### config.mk
export PLATFORM = sky130hd
export DESIGN_NAME = antares_branch_predictor
export DESIGN_NICKNAME = d
export VERILOG_FILES = /design/src/rtl/antares_branch_predictor_pkg.sv /design/src/rtl/antares_return_stack.sv /design/src/rtl/antares_branch_predictor.sv
export SDC_FILE = /design/constraint.sdc
export NUM_CORES = 2
export LEC_CHECK = 0
export ABC_AREA = 1
export BUFFER_PORTS_ARGS = -buffer_cell sky130_fd_sc_hd__buf_2
export CAP_MARGIN = 20
export CORE_ASPECT_RATIO = 1.75
export CORE_UTILIZATION = 35
export CTS_CLUSTER_SIZE = 8
export DETAILED_ROUTE_END_ITERATION = 6
export PLACE_DENSITY = 0.56
export SYNTH_ARGS = -nofsm -noshare
export SYNTH_HDL_FRONTEND = slang
export SYNTH_SLANG_ARGS = --single-unit
### constraint.sdc
create_clock -name clk -period 66.2 [get_ports clk]
set_clock_uncertainty 0.05 [all_clocks]
set_input_delay 16.55 -clock clk [delete_from_list [all_inputs] [get_ports clk]]
set_output_delay 16.55 -clock clk [all_outputs]
set_load 0.05 [all_outputs]
### src/rtl/antares_branch_predictor_pkg.sv
// antares_branch_predictor_pkg: 2-bit counter encodings and saturating update shared by the predictor
package antares_branch_predictor_pkg;
  localparam logic [1:0] CTR_SNT = 2'b00;
  localparam logic [1:0] CTR_WNT = 2'b01;
  localparam logic [1:0] CTR_WT  = 2'b10;
  localparam logic [1:0] CTR_ST  = 2'b11;

  function automatic logic [1:0] ctr_next(input logic [1:0] ctr, input logic taken);
    return taken ? (ctr == CTR_ST ? CTR_ST : ctr + 2'd1) : (ctr == CTR_SNT ? CTR_SNT : ctr - 2'd1);
  endfunction
endpackage

### src/rtl/antares_return_stack.sv
// antares_return_stack: circular return address stack whose oldest entry is overwritten on overflow
module antares_return_stack #(
  parameter int PTR_BITS = 2
) (
  input  logic        clk,
  input  logic        rst,
  input  logic        push,
  input  logic        pop,
  input  logic [31:0] push_addr,
  output logic [31:0] top,
  output logic        empty
);
  localparam int DEPTH = 1 << PTR_BITS;
  logic [31:0]         stack [DEPTH];
  logic [PTR_BITS-1:0] ptr;
  logic [PTR_BITS-1:0] top_ptr;
  logic [PTR_BITS:0]   count;

  assign top_ptr = ptr - 1'b1;
  assign top     = stack[top_ptr];
  assign empty   = count == '0;

  always_ff @(posedge clk)
    if (push) stack[ptr] <= push_addr;

  // count's MSB set means the stack is full, so it stops growing there
  always_ff @(posedge clk or posedge rst)
    if (rst) begin
      ptr   <= '0;
      count <= '0;
    end else if (push) begin
      ptr <= ptr + 1'b1;
      if (!count[PTR_BITS]) count <= count + 1'b1;
    end else if (pop && !empty) begin
      ptr   <= top_ptr;
      count <= count - 1'b1;
    end
endmodule

### src/rtl/antares_branch_predictor.sv
// antares_branch_predictor: direct-mapped BTB with 2-bit counters plus a RAS, predicting in IF and checking in ID
module antares_branch_predictor
  import antares_branch_predictor_pkg::*;
#(
  parameter int         BTB_INDEX_BITS = 4,
  parameter int         RAS_PTR_BITS   = 2,
  parameter logic [1:0] COUNTER_INIT   = 2'b10
) (
  input  logic        clk,
  input  logic        rst,
  input  logic [31:0] if_pc,
  input  logic        if_stall,
  input  logic        if_flush,
  output logic        if_predict_taken,
  output logic [31:0] if_predict_target,
  input  logic        id_update_valid,
  input  logic [31:0] id_update_pc,
  input  logic        id_update_taken,
  input  logic [31:0] id_update_target,
  input  logic        id_update_uncond,
  input  logic        id_update_call,
  input  logic        id_update_return,
  output logic        id_mispredict,
  output logic        id_pred_taken,
  output logic [31:0] id_pred_target
);
  localparam int ENTRIES  = 1 << BTB_INDEX_BITS;
  localparam int TAG_BITS = 30 - BTB_INDEX_BITS;

  logic                btb_valid  [ENTRIES];
  logic                btb_ret    [ENTRIES];
  logic [TAG_BITS-1:0] btb_tag    [ENTRIES];
  logic [31:0]         btb_target [ENTRIES];
  logic [1:0]          btb_ctr    [ENTRIES];

  logic [BTB_INDEX_BITS-1:0] if_idx, u_idx;
  logic [TAG_BITS-1:0]       if_tag, u_tag;
  logic                      if_hit, u_hit, ras_empty;
  logic [31:0]               ras_top;

  assign if_idx = if_pc[BTB_INDEX_BITS+1:2];
  assign if_tag = if_pc[31:BTB_INDEX_BITS+2];
  assign u_idx  = id_update_pc[BTB_INDEX_BITS+1:2];
  assign u_tag  = id_update_pc[31:BTB_INDEX_BITS+2];
  assign if_hit = btb_valid[if_idx] && btb_tag[if_idx] == if_tag;
  assign u_hit  = btb_valid[u_idx] && btb_tag[u_idx] == u_tag;

  always_comb begin
    if_predict_taken  = !if_hit ? 1'b0 : btb_ret[if_idx] ? !ras_empty : btb_ctr[if_idx][1];
    if_predict_target = !if_hit ? if_pc + 32'd4 : btb_ret[if_idx] ? ras_top : btb_target[if_idx];
  end

  assign id_mispredict = id_update_valid &&
    ((id_update_taken != id_pred_taken) || (id_update_taken && id_update_target != id_pred_target));

  always_ff @(posedge clk or posedge rst)
    if (rst) begin
      id_pred_taken  <= 1'b0;
      id_pred_target <= '0;
    end else if (if_flush) begin
      id_pred_taken  <= 1'b0;
      id_pred_target <= '0;
    end else if (!if_stall) begin
      id_pred_taken  <= if_predict_taken;
      id_pred_target <= if_predict_target;
    end

  // a taken miss evicts whatever shares the index; a not-taken miss leaves the table alone
  always_ff @(posedge clk or posedge rst)
    if (rst) begin
      for (int i = 0; i < ENTRIES; i++) begin
        btb_valid[i]  <= 1'b0;
        btb_ret[i]    <= 1'b0;
        btb_tag[i]    <= '0;
        btb_target[i] <= '0;
        btb_ctr[i]    <= CTR_SNT;
      end
    end else if (id_update_valid) begin
      if (u_hit) begin
        btb_ctr[u_idx] <= id_update_uncond ? CTR_ST : ctr_next(btb_ctr[u_idx], id_update_taken);
        if (id_update_taken || id_update_uncond) btb_target[u_idx] <= id_update_target;
      end else if (id_update_taken) begin
        btb_valid[u_idx]  <= 1'b1;
        btb_tag[u_idx]    <= u_tag;
        btb_target[u_idx] <= id_update_target;
        btb_ret[u_idx]    <= id_update_return;
        btb_ctr[u_idx]    <= id_update_uncond ? CTR_ST : COUNTER_INIT;
      end
    end

  antares_return_stack #(.PTR_BITS(RAS_PTR_BITS)) u_ras (
    .clk       (clk),
    .rst       (rst),
    .push      (id_update_valid && id_update_call),
    .pop       (id_update_valid && id_update_return && !id_update_call),
    .push_addr (id_update_pc + 32'd8),
    .top       (ras_top),
    .empty     (ras_empty)
  );
endmodule

; ---- Word-level counts from Yosys, hierarchy flattened
; Memory sizes are Yosys's and may differ from the RTL's.
; Index checks and enable logic that the tools add are counted.
[totals]
register_bits = 1030
ram_bits = 128
wordCells = 192
n_memories = 1
in_bits = 105
output_inout_bits = 67
[mem_list]
columns = memory, words, width, read_ports, rd_ports_with_merged_regs, wr, line_no
row1 = u_ras.stack, 4, 32, 1, 0, 1, antares_return_stack.sv:14  ; logic [31:0] stack [DEPTH];
[classes]
magnitude_cmp = 3
eq_ne = 8
bitwise = 4
n_mux = 62
add_sub_neg = 8
reduce_logical = 21
[op_table]
columns = op, count
row1 = 512-bit 2-to-1 mux, 3
row2 = 512-bit bitwise mux, 1
row3 = 416-bit bitwise mux, 1
row4 = 32-bit 2-to-1 mux, 9
row5 = 26-bit binary-select mux with 4-bit select, 2
row6 = 26-bit 2-to-1 mux, 5
row7 = 32-bit binary-select mux with 4-bit select, 1
row8 = 32-bit demux with 4-bit select, 1
row9 = 26-bit demux with 4-bit select, 1
row10 = 32-bit bitwise mux, 2
row11 = 26-bit == test, 2
row12 = 32-bit by 3-bit adder with 32-bit output (second input constant), 1
row13 = 32-bit by 4-bit adder with 32-bit output (second input constant), 1
row14 = 32-bit != test, 1
row15 = 2-bit 2-to-1 mux, 11
row16 = 2-bit binary-select mux with 4-bit select, 2
row17 = 16-bit bitwise mux, 1
row18 = 16-bit bitwise OR, 1
row19 = 1-bit 2-to-1 mux, 14
row20 = 1-bit binary-select mux with 4-bit select, 3
row21 = 5-bit greater-or-equal comparator (second input constant), 2
row22 = 4-bit inverter with 5-bit output, 2
row23 = 1-bit logical AND, 9
row24 = 3-bit 2-to-1 mux, 3
row25 = 19 further kinds, 27

; ---- Logic depth before layout (Yosys ltp)
[depth]
ltp_word = 10
ltp_mapped = 24
depth_no_buf = 20

; ---- Cells and area by module
; A second synthesis with hierarchy kept.
[unflattened]
hier_cells = 8099
hier_area_um2 = 61685.4
[by_module_without_submodules]
columns = module, area_per_inst_um2, cells_each, seq_area_each_um2, instances
row1 = antares_branch_predictor, 56235.2, 7731, 25649.6, 1
row2 = antares_return_stack, 5450.2, 368, 3968.8, 1

; ---- Least setup slack after synthesis
; No wires, ideal clock.
[synth_path]
kind = input port to output port
startpoint = input port if_pc[2]
endpoint = output port if_predict_taken
required_time_ps = 49600
cell_stages = 11
t_arrival_ps = 19412
n_path_buf = 6
setup_slack_ps = 30188
path_cell_list = buf_2 buf_2 buf_2 buf_2 buf_2 clkbuf_1 nand2_1 a221oi_1 o221ai_1 o21ai_0 nor3b_1
[synth_between]
elab_chain_len = 7
elab_cells_between_ends = 17
classes_between = 1 x eq/ne / 14 x mux / 1 x bitwise / 1 x reduce/logical
[synth_lines]
columns = item, line_no
row1 = from (decl), antares_branch_predictor.sv:11  ; input logic [31:0] if_pc,
row2 = 4-bit inverter with 5-bit output (implied by the code) *, "antares_branch_predictor.sv:45, antares_branch_predictor.sv:49"
row3 = 26-bit binary-select mux with 4-bit select, antares_branch_predictor.sv:45  ; assign if_hit = btb_valid[if_idx] && btb_tag[if_idx] == if_tag;
row4 = 26-bit 2-to-1 mux (implied by the code) (2 in a row), antares_branch_predictor.sv:45
row5 = 26-bit == test, antares_branch_predictor.sv:45
row6 = 1-bit logical AND, antares_branch_predictor.sv:45
row7 = 1-bit 2-to-1 mux *, antares_branch_predictor.sv:49  ; if_predict_taken = !if_hit ? 1'b0 : btb_ret[if_idx] ? !ras_empty : btb_ctr[if_idx][1];
row8 = to (decl), antares_branch_predictor.sv:14  ; output logic if_predict_taken,
; Mark *: on every way between the ends. The rest lies on a longest branch, timed or not. The select of a mux whose other input is x is not followed.

; ---- Worst setup path in the final report
[layout_path]
startpoint = input port if_pc[3]
endpoint = output port if_predict_target[26]
[layout_between]
elab_chain_len = 7
elab_cells_between_ends = 18
classes_between = 1 x add/sub / 1 x eq/ne / 14 x mux / 1 x bitwise / 1 x reduce/logical
[layout_lines]
columns = item, line_no
row1 = 4-bit inverter with 5-bit output (implied by the code), "antares_branch_predictor.sv:45, antares_branch_predictor.sv:50"
row2 = 26-bit binary-select mux with 4-bit select, antares_branch_predictor.sv:45
row3 = 26-bit 2-to-1 mux (implied by the code) (2 in a row), antares_branch_predictor.sv:45
row4 = 26-bit == test, antares_branch_predictor.sv:45
row5 = 1-bit logical AND, antares_branch_predictor.sv:45
row6 = 32-bit 2-to-1 mux *, antares_branch_predictor.sv:50  ; if_predict_target = !if_hit ? if_pc + 32'd4 : btb_ret[if_idx] ? ras_top : btb_target[if_idx];
row7 = to (decl), antares_branch_predictor.sv:15  ; output logic [31:0] if_predict_target,
; Marks and branches as above.

==> results.json <==
{
  "postCtsSetupRepairBufs": 0,
  "drc": 1,
  "critPathKind": "input port to output pin",
  "utilization_pct": 38.9,
  "synth_area_sq_um": 61600,
  "synthMostInstantiatedCell": "nand2_1",
  "initial_core_util_pct": 35.2,
  "netSwitchingFraction_pct": 33.7,
  "cts_buffer_depth": 3,
  "rr_endpoint": "btb_target[185]",
  "coreArea_sq_um": 175000,
  "cts_root_buf": "clkbuf_16",
  "p_clk_share_pct": 36.2,
  "synth_common_cells": "nand2_1, o21ai_0, dfrtp_1, nor2_1, nand4_1",
  "hold_viol_final": 0,
  "cp-start-kind": "input port",
  "synth_nets": 8313,
  "worst_r2r_path_depth": 17,
  "post_cts_resized": 0,
  "synth_edf_count": 128,
  "worstHoldPathType": "flip-flop to flip-flop",
  "rrSetupSlack_ns": 61.11,
  "met3_usage_pct": 6.16,
  "internal_power_mw": 1.41,
  "cts.clk_slew.worst_paths_ns": 0.05,
  "layout-drive-gt1-share_pct": 7.03,
  "netlist_top_cells_area": "dfrtp_1, nand2_1, o21ai_0, edfxtp_1, nand4_1",
  "postSynth.asyncResetShare_pct": 88.9,
  "rsz0062_at_grt": "false",
  "met1_usage_pct": 36.1,
  "synth_seq_cells": 1158,
  "end_kind": "output pin",
  "setup_tns_ns": 0,
  "cts.sinks": 1158,
  "worst_slew_pin_slew_ns": 1.37,
  "maxSlewViolCount": 0,
  "clkLatencyLatePin_ns": 0.81,
  "num_vias": 60400,
  "die-area_sq_um": 178000,
  "p_leak_nw": 32.4,
  "cp.required_ns": 49.60,
  "grt_pass1_wl_mm": 392,
  "num_rows": 203,
  "layout-area-overhead-vs-synth_pct": 10.4,
  "switchingPower_mw": 0.717,
  "synthFlopType": "dfrtp_1",
  "postRouteAntennaNets": 0,
  "setup_viol": 0,
  "yosysUniqueCellTypes": 43,
  "cp_max_fo": 53,
  "wl_per_cell_microns": 26.1,
  "antenna_found_initial": 21,
  "cts_hold_buf": 0,
  "grt_pass1_vias": 57900,
  "synth_area_leader_cell": "dfrtp_1",
  "synth_top_area_share_pct": 41.9,
  "syn_inst": 8199,
  "layout_setup_ws_ns": 27.73,
  "avgSynthCellArea_sq_um": 7.51,
  "hold_start": "btb_valid[6]",
  "worstHoldEndpoint": "btb_valid[6]",
  "drv_cap": 0,
  "grt.total_usage_pct": 29.6,
  "hpwl_mm": 161,
  "pwr-share-comb_pct": 21.0,
  "power.density_nw_per_um2": 31.3,
  "busiest_layer": "met2",
  "yosysSeqAreaShare_pct": 48.1,
  "seq_power_share_pct": 42.8,
  "min_period_ns": 38.47,
  "failed_checks": "design-rule violations",
  "nets": 8069,
  "viasPerCell": 5.88,
  "yosys_warnings": 0,
  "cts_buffers": 162,
  "htree_levels": 4,
  "peakVddDrop_uv": 28.1,
  "drt_iter0_markers": 7352,
  "outcome": "finished, violations left",
  "max-slew-margin-rel_pct": 8.74,
  "grt_max_degree": 262,
  "fmax_ghz": 0.0260,
  "dr.pass1.iters": 7,
  "ios": 172,
  "wl_mm": 268,
  "gp_congestion": 0.986,
  "min_path_cells": 2,
  "worstPathArrival_ns": 21.87,
  "place_ws_ns": 27.88,
  "use_met2_pct": 46.7,
  "portBuffers": 171,
  "grt_overflow": 0,
  "cts_tree": "yes",
  "die_h_microns": 557,
  "worstReg2RegStart": "btb_tag[121]",
  "fp.dieW_microns": 319,
  "period_share_pct": 58.1
}
## worst max-delay path by stage
| stage | from | to | cells past startpoint |
|---|---|---|---|
| after CTS | if_pc[3] | if_predict_target[26] | 18 |
| after global placement | if_pc[3] | if_predict_target[26] | 23 |
| after detailed placement | if_pc[3] | if_predict_target[26] | 18 |
| after floorplan | rst | btb_ctr[0] | 1 |
| final | if_pc[3] | if_predict_target[26] | 18 |
| after global routing | if_pc[3] | if_predict_target[26] | 18 |
## registers in the layout (all words and copies together), names as in the netlist
signal	cells
btb_target	512
id_pred_target	32
btb_tag	416
btb_ctr	32
u_ras.stack	128
u_ras.count	3
btb_ret	16
u_ras.ptr	2
id_pred_taken	1
btb_valid	16
## cell type report
type                    instances  area [sq um]
fillers                     18100        107000
flip-flops and latches       1158         29600
multi-input cells            6073         28100
clock buffers                 189          4190
well taps                    2255          2820
repair buffers                299          2010
inverters                     261          1010
clock inverters                13           236
diodes                          9          22.5
## kinds of logic after synthesis
group,after synthesis,share of synthesized area (%)
xor gates and xnor gates,76,1.08
buffers and inverters,968,6.67
adders and majority gates,9,0.183
DFF,1158,48.1
AOI/OAI and AO/OA,1458,12.9
and+or+nand+nor,4530,31.0
## cell usage in the layout (no fill, tap or decap), types with 14 or more instances in the layout
master,instances
buf_4,118
o21ai_0,1054
edfxtp_1,128
nor3_1,25
nor2_1,754
a21oi_1,79
inv_1,241
nand4_1,548
nand3_2,17
a22oi_1,18
nand3_1,238
o21ai_1,33
and2_1,18
o22ai_1,109
clkbuf_16,163
a31oi_1,15
nor4_1,14
o221ai_1,75
o211ai_1,62
dfrtp_1,1029
clkbuf_1,25
xor2_1,76
buf_2,166
nor2_4,25
nand2_1,2854
## power by group through the flow
stage	clock network [mW]	logic [mW]	registers, mW
2_1_floorplan	0	0.288	0.906
3_3_place_gp	0	0.430	0.916
3_5_place_dp	0	0.436	0.918
4_1_cts	0.779	0.438	0.907
5_1_grt	0.805	0.492	0.922
6_report	0.770	0.447	0.909
## worst max-delay path, cell delays in order
cell      delay [ns]
buf_8           0.28
buf_4           0.56
buf_4           0.67
buf_4           0.64
o21ai_0         0.21
o211ai_1        0.23
nand3_1         0.23
nand3_1         0.33
nand4_1         0.15
nor2_1          0.11
nand2_1         0.07
nor2_2          0.08
buf_4           0.30
nand2_1         0.48
buf_16          0.33
nand2_1         0.09
and2_1          0.18
buf_2           0.27
## per-layer routing
metal  vias to the layer above  wire (microns)
li1                      26800               -
met1                     29200          100000
met2                      3449          122000
met3                       904           25000
met4                        16           21000
met5                         -             117
## stage by stage
stage          std cells  total power, mW  hold WS, ns  cell area [sq um]
3_3_place_gp       10000             1.35        0.401              63400
5_1_grt            10300             2.22        0.434              68000
4_1_cts            10200             2.12        0.415              67900
3_5_place_dp       10000             1.35        0.401              63500
2_1_floorplan       8199             1.19        0.381              61600
6_report           10300             2.13        0.415              68000
(Power assumes the default switching activity.)
